[src/rtl/change_pkg.sv]
// Shared types and constants for the change dispenser: FSM states, the coin
// denomination table and the serial frame geometry.
package change_pkg;

    localparam int AMT_W     = 8;
    localparam int IDX_W     = 3;
    localparam int CNT_W     = 4;
    localparam int FRAME_LEN = 9;

    localparam logic [AMT_W-1:0] D0 = 8'd50;
    localparam logic [AMT_W-1:0] D1 = 8'd20;
    localparam logic [AMT_W-1:0] D2 = 8'd10;
    localparam logic [AMT_W-1:0] D3 = 8'd5;
    localparam logic [AMT_W-1:0] D4 = 8'd2;
    localparam logic [AMT_W-1:0] D5 = 8'd1;

    localparam logic [IDX_W-1:0] LAST_IDX = 3'd5;

    typedef enum logic [2:0] {
        IDLE,
        RECV,
        SELECT,
        ISSUE,
        DONE
    } state_t;

    // Denomination lookup; the table must stay descending and end in 1.
    function automatic logic [AMT_W-1:0] denom(input logic [IDX_W-1:0] idx);
        case (idx)
            3'd0:    denom = D0;
            3'd1:    denom = D1;
            3'd2:    denom = D2;
            3'd3:    denom = D3;
            3'd4:    denom = D4;
            default: denom = D5;
        endcase
    endfunction

endpackage

[src/rtl/ser_frame_rx.sv]
// Serial frame receiver: shifts in the MSB-first frame, counts bits and flags
// a clean close, a malformed close, or a frame that starts while paying out.
module ser_frame_rx
    import change_pkg::*;
(
    input  logic             clk,
    input  logic             rst,
    input  logic             ser_valid,
    input  logic             ser_data,
    input  logic             ser_done,
    input  logic             in_idle,
    input  logic             in_recv,
    output logic             frame_ok,
    output logic             frame_err,
    output logic [AMT_W-1:0] data
);

    logic [AMT_W-1:0] sh;
    logic [CNT_W-1:0] cnt;
    logic             valid_q;
    logic             closing;
    logic             stray_start;

    always_ff @(posedge clk or posedge rst) begin
        if (rst) begin
            sh      <= '0;
            cnt     <= '0;
            valid_q <= 1'b0;
        end else begin
            valid_q <= ser_valid;
            if (ser_valid && in_idle) begin
                sh  <= {sh[AMT_W-2:0], ser_data};
                cnt <= CNT_W'(1);
            end else if (ser_valid && in_recv) begin
                sh <= {sh[AMT_W-2:0], ser_data};
                if (cnt != {CNT_W{1'b1}})
                    cnt <= cnt + CNT_W'(1);
            end else if (in_recv) begin
                cnt <= '0;
            end
        end
    end

    // The lead bit has been pushed out of the 8-bit register by the data bits.
    assign closing     = in_recv && !ser_valid;
    assign frame_ok    = closing && (cnt == CNT_W'(FRAME_LEN)) && ser_done;
    assign stray_start = ser_valid && !valid_q && !in_idle && !in_recv;
    assign frame_err   = (closing && !frame_ok) || stray_start;
    assign data        = sh;

endmodule

[src/rtl/change_dispenser.sv]
// Change dispenser: receives the change amount as a serial frame, then pays it
// out greedily, one coin request per valid/ready handshake.
module change_dispenser
    import change_pkg::*;
(
    input  logic             clk,
    input  logic             rst,
    input  logic             ser_valid,
    input  logic             ser_data,
    input  logic             ser_done,
    input  logic             coin_rdy,
    output logic             coin_valid,
    output logic [IDX_W-1:0] coin_sel,
    output logic [AMT_W-1:0] amount_out,
    output logic             busy,
    output logic             disp_done,
    output logic             frame_err
);

    state_t           state;
    logic [AMT_W-1:0] amount;
    logic [IDX_W-1:0] idx;
    logic             rx_ok;
    logic             rx_err;
    logic [AMT_W-1:0] rx_data;

    ser_frame_rx u_rx (
        .clk       (clk),
        .rst       (rst),
        .ser_valid (ser_valid),
        .ser_data  (ser_data),
        .ser_done  (ser_done),
        .in_idle   (state == IDLE),
        .in_recv   (state == RECV),
        .frame_ok  (rx_ok),
        .frame_err (rx_err),
        .data      (rx_data)
    );

    always_ff @(posedge clk or posedge rst) begin
        if (rst) begin
            state      <= IDLE;
            amount     <= '0;
            idx        <= '0;
            coin_valid <= 1'b0;
            coin_sel   <= '0;
            disp_done  <= 1'b0;
            frame_err  <= 1'b0;
        end else begin
            disp_done <= 1'b0;
            frame_err <= rx_err;
            case (state)
                IDLE: begin
                    if (ser_valid)
                        state <= RECV;
                end
                RECV: begin
                    if (rx_ok) begin
                        amount <= rx_data;
                        idx    <= '0;
                        state  <= SELECT;
                    end else if (rx_err) begin
                        state <= IDLE;
                    end
                end
                // The final denomination is 1, so idx stops advancing before it overflows.
                SELECT: begin
                    if (amount == '0) begin
                        disp_done <= 1'b1;
                        state     <= DONE;
                    end else if (amount >= denom(idx)) begin
                        coin_valid <= 1'b1;
                        coin_sel   <= idx;
                        state      <= ISSUE;
                    end else if (idx != LAST_IDX) begin
                        idx <= idx + IDX_W'(1);
                    end
                end
                ISSUE: begin
                    if (coin_rdy) begin
                        amount     <= amount - denom(idx);
                        coin_valid <= 1'b0;
                        coin_sel   <= '0;
                        state      <= SELECT;
                    end
                end
                DONE: begin
                    state <= IDLE;
                end
                default: begin
                    state <= IDLE;
                end
            endcase
        end
    end

    assign amount_out = amount;
    assign busy       = (state != IDLE);

endmodule
[config.mk]
export PLATFORM = sky130hd
export DESIGN_NAME = change_dispenser
export DESIGN_NICKNAME = d
export VERILOG_FILES = /design/src/rtl/change_pkg.sv /design/src/rtl/ser_frame_rx.sv /design/src/rtl/change_dispenser.sv
export SDC_FILE = /design/constraint.sdc
export NUM_CORES = 1
export LEC_CHECK = 0
export ABC_AREA = 1
export CORE_UTILIZATION = 62
export CTS_CLUSTER_SIZE = 16
export DETAILED_ROUTE_END_ITERATION = 10
export MAX_ROUTING_LAYER = met4
export PLACE_DENSITY_LB_ADDON = 0.08
export SLEW_MARGIN = 5
export SYNTH_ARGS = -nofsm -noshare
export SYNTH_HDL_FRONTEND = slang
export SYNTH_HIERARCHICAL = 1
export SYNTH_SLANG_ARGS = --single-unit
[constraint.sdc]
create_clock -name clk -period 7.46 [get_ports clk]
set_input_delay 1.865 -clock clk [delete_from_list [all_inputs] [get_ports clk]]
set_output_delay 1.865 -clock clk [all_outputs]
set_load 0.005 [all_outputs]
==> impl_metrics.csv <==
group,metric,value,unit
run_status,outcome,"finished clean",
layout,nets,340,
yosys,synth_cells,297,
placed_design,port_buffers,20,
yosys,synth_area_leaders,"dfrtp_1 (37%), nand2_1 (15%), nand3_1 (7.5%)",
placed_design,place_ws,3.878,ns
timing,timing.fmax,291.9,MHz
global_routing,grtUsageTotal,0.2902,
drt,drcViolationCount,0,
yosys,synth_top_area_frac,0.3739,
die,rows,21,
drt,drt-pass1-iter-count,4,
die,io_pins,21,
layout,final_cell_mix,"nand2_1 (87), inv_1 (33), nand3_1 (33), dfrtp_1 (33), nor2_1 (26)",
setup_path,critPathMaxFanout,4,
layout,final_cells,367,
timing,max_slew_margin,0.4521,
layout,final.fill_count,302,
clock_network,ctsHoldBuffers,0,
clock_network,cts_buffers,5,
die,core_area,3363,sq um
clock_network,cts_root_buf,"clkbuf_4",
drt,wl_per_cell,12.84,um
pwr,p_per_area,428.6,nW/um^2
pwr,p_int,0.0005727,W
clock_network,insertion_delay,0.34,ns
global_routing,antenna_found_initial,0,
pwr,p_leak,1.298,nW
pwr,p_clk_frac,0.128,
timing,period_needed,3.425,ns
drt,avgViaCountPerCell,5.384,
global_routing,grt_pass1_wl,7.693,mm
timing,slew_viol_final,0,
setup_path,cp-end-kind,"primary output",
yosys,ys.warnings.count,6,
drt,wl,4.714,mm
timing,tns,0,ns
timing,hold_viol,0,
pwr,sw_frac_of_total,0.4693,
pwr,p_seq_frac,0.290,
setup_path,critical_path_class,"reg -> out",
clock_network,clk_transition_reported_paths,0.12,ns
timing,holdWs,0.4803,ns
pwr,combPwrFrac,0.582,
die,die_y,61.68,um
yosys,yosysTopAreaCell,"dfrtp_1",
yosys,synth_fp_nets,317,
die,die_w,61.68,um
layout,n_antenna_cell,0,
clock_network,cts_setup_buffers,0,
yosys,yosysSeqAreaShare,0.3739,
pwr,switchingPower,0.0005064,W
pwr,ir_worst_vdd,0.2684,mV
timing,timing.final.crit_share,0.4592,
clock_network,cts_tree,"done",
layout,mostFrequentLayoutCell,"nand2_1",
global_routing,first_global_vias,1812,
setup_path,crit_required,5.60,ns
flow_run,maxCapViolations,0,
drt,vias,1976,
die,die_area,3804,sq um
drt,ant_nets,0,
clock_network,cts.repair.resized,0,
placed_design,dp_hpwl,3.608,mm
yosys,synth_cell_types,30,
placed_design,dp_cells,359,
min_path,hp-class,"reg -> reg",
timing,rsz0062_at_grt,"no",
clock_network,clkSinkCount,33,
clock_network,ctsLongestPathBuffers,2,
placed_design,routabilityCongestion,0.9387,
yosys,syn_area,2208,sq um
global_routing,grt_max_degree,21,
yosys,ys_ff_latch,33,
die,start_util,0.6566,
layout,utilization,0.7485,
layout,drive_gt1_frac,0.1277,
setup_path,crit_arrival,1.56,ns
global_routing,gr-total-overflow,0,
timing,worstMarginPinSlew,0.8210,ns
timing,setup_viol,0,
drt,drt_iter0_drc,127,
timing,final.setup_skew,0.01381,ns
yosys,syn_avg_cell_area,7.436,sq um
timing,fin_ws,4.035,ns
setup_path,cp-start-kind,"flip-flop",
clock_network,htree_num_levels,2,
layout,syn_to_final_growth,13.99,%
==> area by class of cell <==
type	count	area [sq um]	share of cell area
Multi-Input combinational cell	221	1199	0.4761
Sequential cell	33	825.8	0.3280
Timing Repair Buffer	20	200.2	0.07952
Inverter	39	151.4	0.06014
Tap cell	46	57.56	0.02286
Clock inverter	3	46.29	0.01839
Clock buffer	5	37.54	0.01491
==> state kept, by name (all words and copies together) (netlist names) <==
register      flops
coin_valid        1
frame_err         1
u_rx/data         8
disp_done         1
u_rx/valid_q      1
coin_sel          3
idx               3
amount_out        8
state             3
u_rx/cnt          4
==> power by group through the flow <==
stage | Sequential (W) | Clock (W) | Combinational [W]
after floorplan | 0.000301 | 0 | 0.000452
after global placement | 0.000316 | 0 | 0.000602
after detailed placement | 0.000314 | 0 | 0.000619
after CTS | 0.000310 | 0.000141 | 0.000622
after global routing | 0.000321 | 0.000149 | 0.000720
final | 0.000313 | 0.000139 | 0.000628
==> metrics by stage <==
step	power [W]	instance area (sq um)
CTS	0.001074	2517
detailed placement	0.0009325	2434
finish	0.001079	2517
global route	0.001190	2517
global placement	0.0009176	2434
floorplan	0.0007526	2208
==> cell families after synthesis <==
| logic type | share of synthesized area |
|---|---|
| AOI/OAI and AO/OA | 0.06458 |
| DFF | 0.3739 |
| and+or+nand+nor | 0.3875 |
| xor gates and xnor gates | 0.007933 |
| adders and majority gates | 0.08272 |
| buffers and inverters | 0.08329 |
==> worst max-delay path, cell delays in order, from the launching register on <==
cell,delay (ns)
dfrtp_1,0.49
inv_1,0.07
nand3_1,0.14
clkdlybuf4s50_1,0.52
==> per-layer routing <==
layer  vias to the layer above  GRT usage  part of all wire
li1                        998          -                 -
met3                        10    0.06092             0.067
met5                         -          -                 0
met2                        68     0.4363              0.45
met1                       900     0.3807              0.46
met4                         0     0.1206             0.020
==> synthesized netlist by cell type, drive strengths merged <==
cell type,n
buf,4
inv,39
a31oi,2
o21ai,11
nor2,33
nor3,6
fa,1
ha,13
xor2,2
o211ai,3
nand2,96
dfrtp,33
o21bai,2
or2,4
a21oi,6
nand4,6
nand3,36
==> final timing paths <==
| path | cells after the start | slack, ns | startpoint | end |
|---|---|---|---|---|
| setup / recovery | 3 | 4.03 | state[1] | busy |
| hold / removal | 2 | 0.48 | coin_sel[0] | coin_sel[0] |
| setup reg to reg | 19 | 4.67 | idx[0] | coin_sel[0] |
| hold reg to reg | 2 | 0.48 | coin_sel[0] | coin_sel[0] |
| max in group asynchronous | 2 | 4.93 | rst | idx[0] |
| min in group asynchronous | 2 | 1.88 | rst | u_rx/data[0] |
Power figures use the tool's default switching activity.
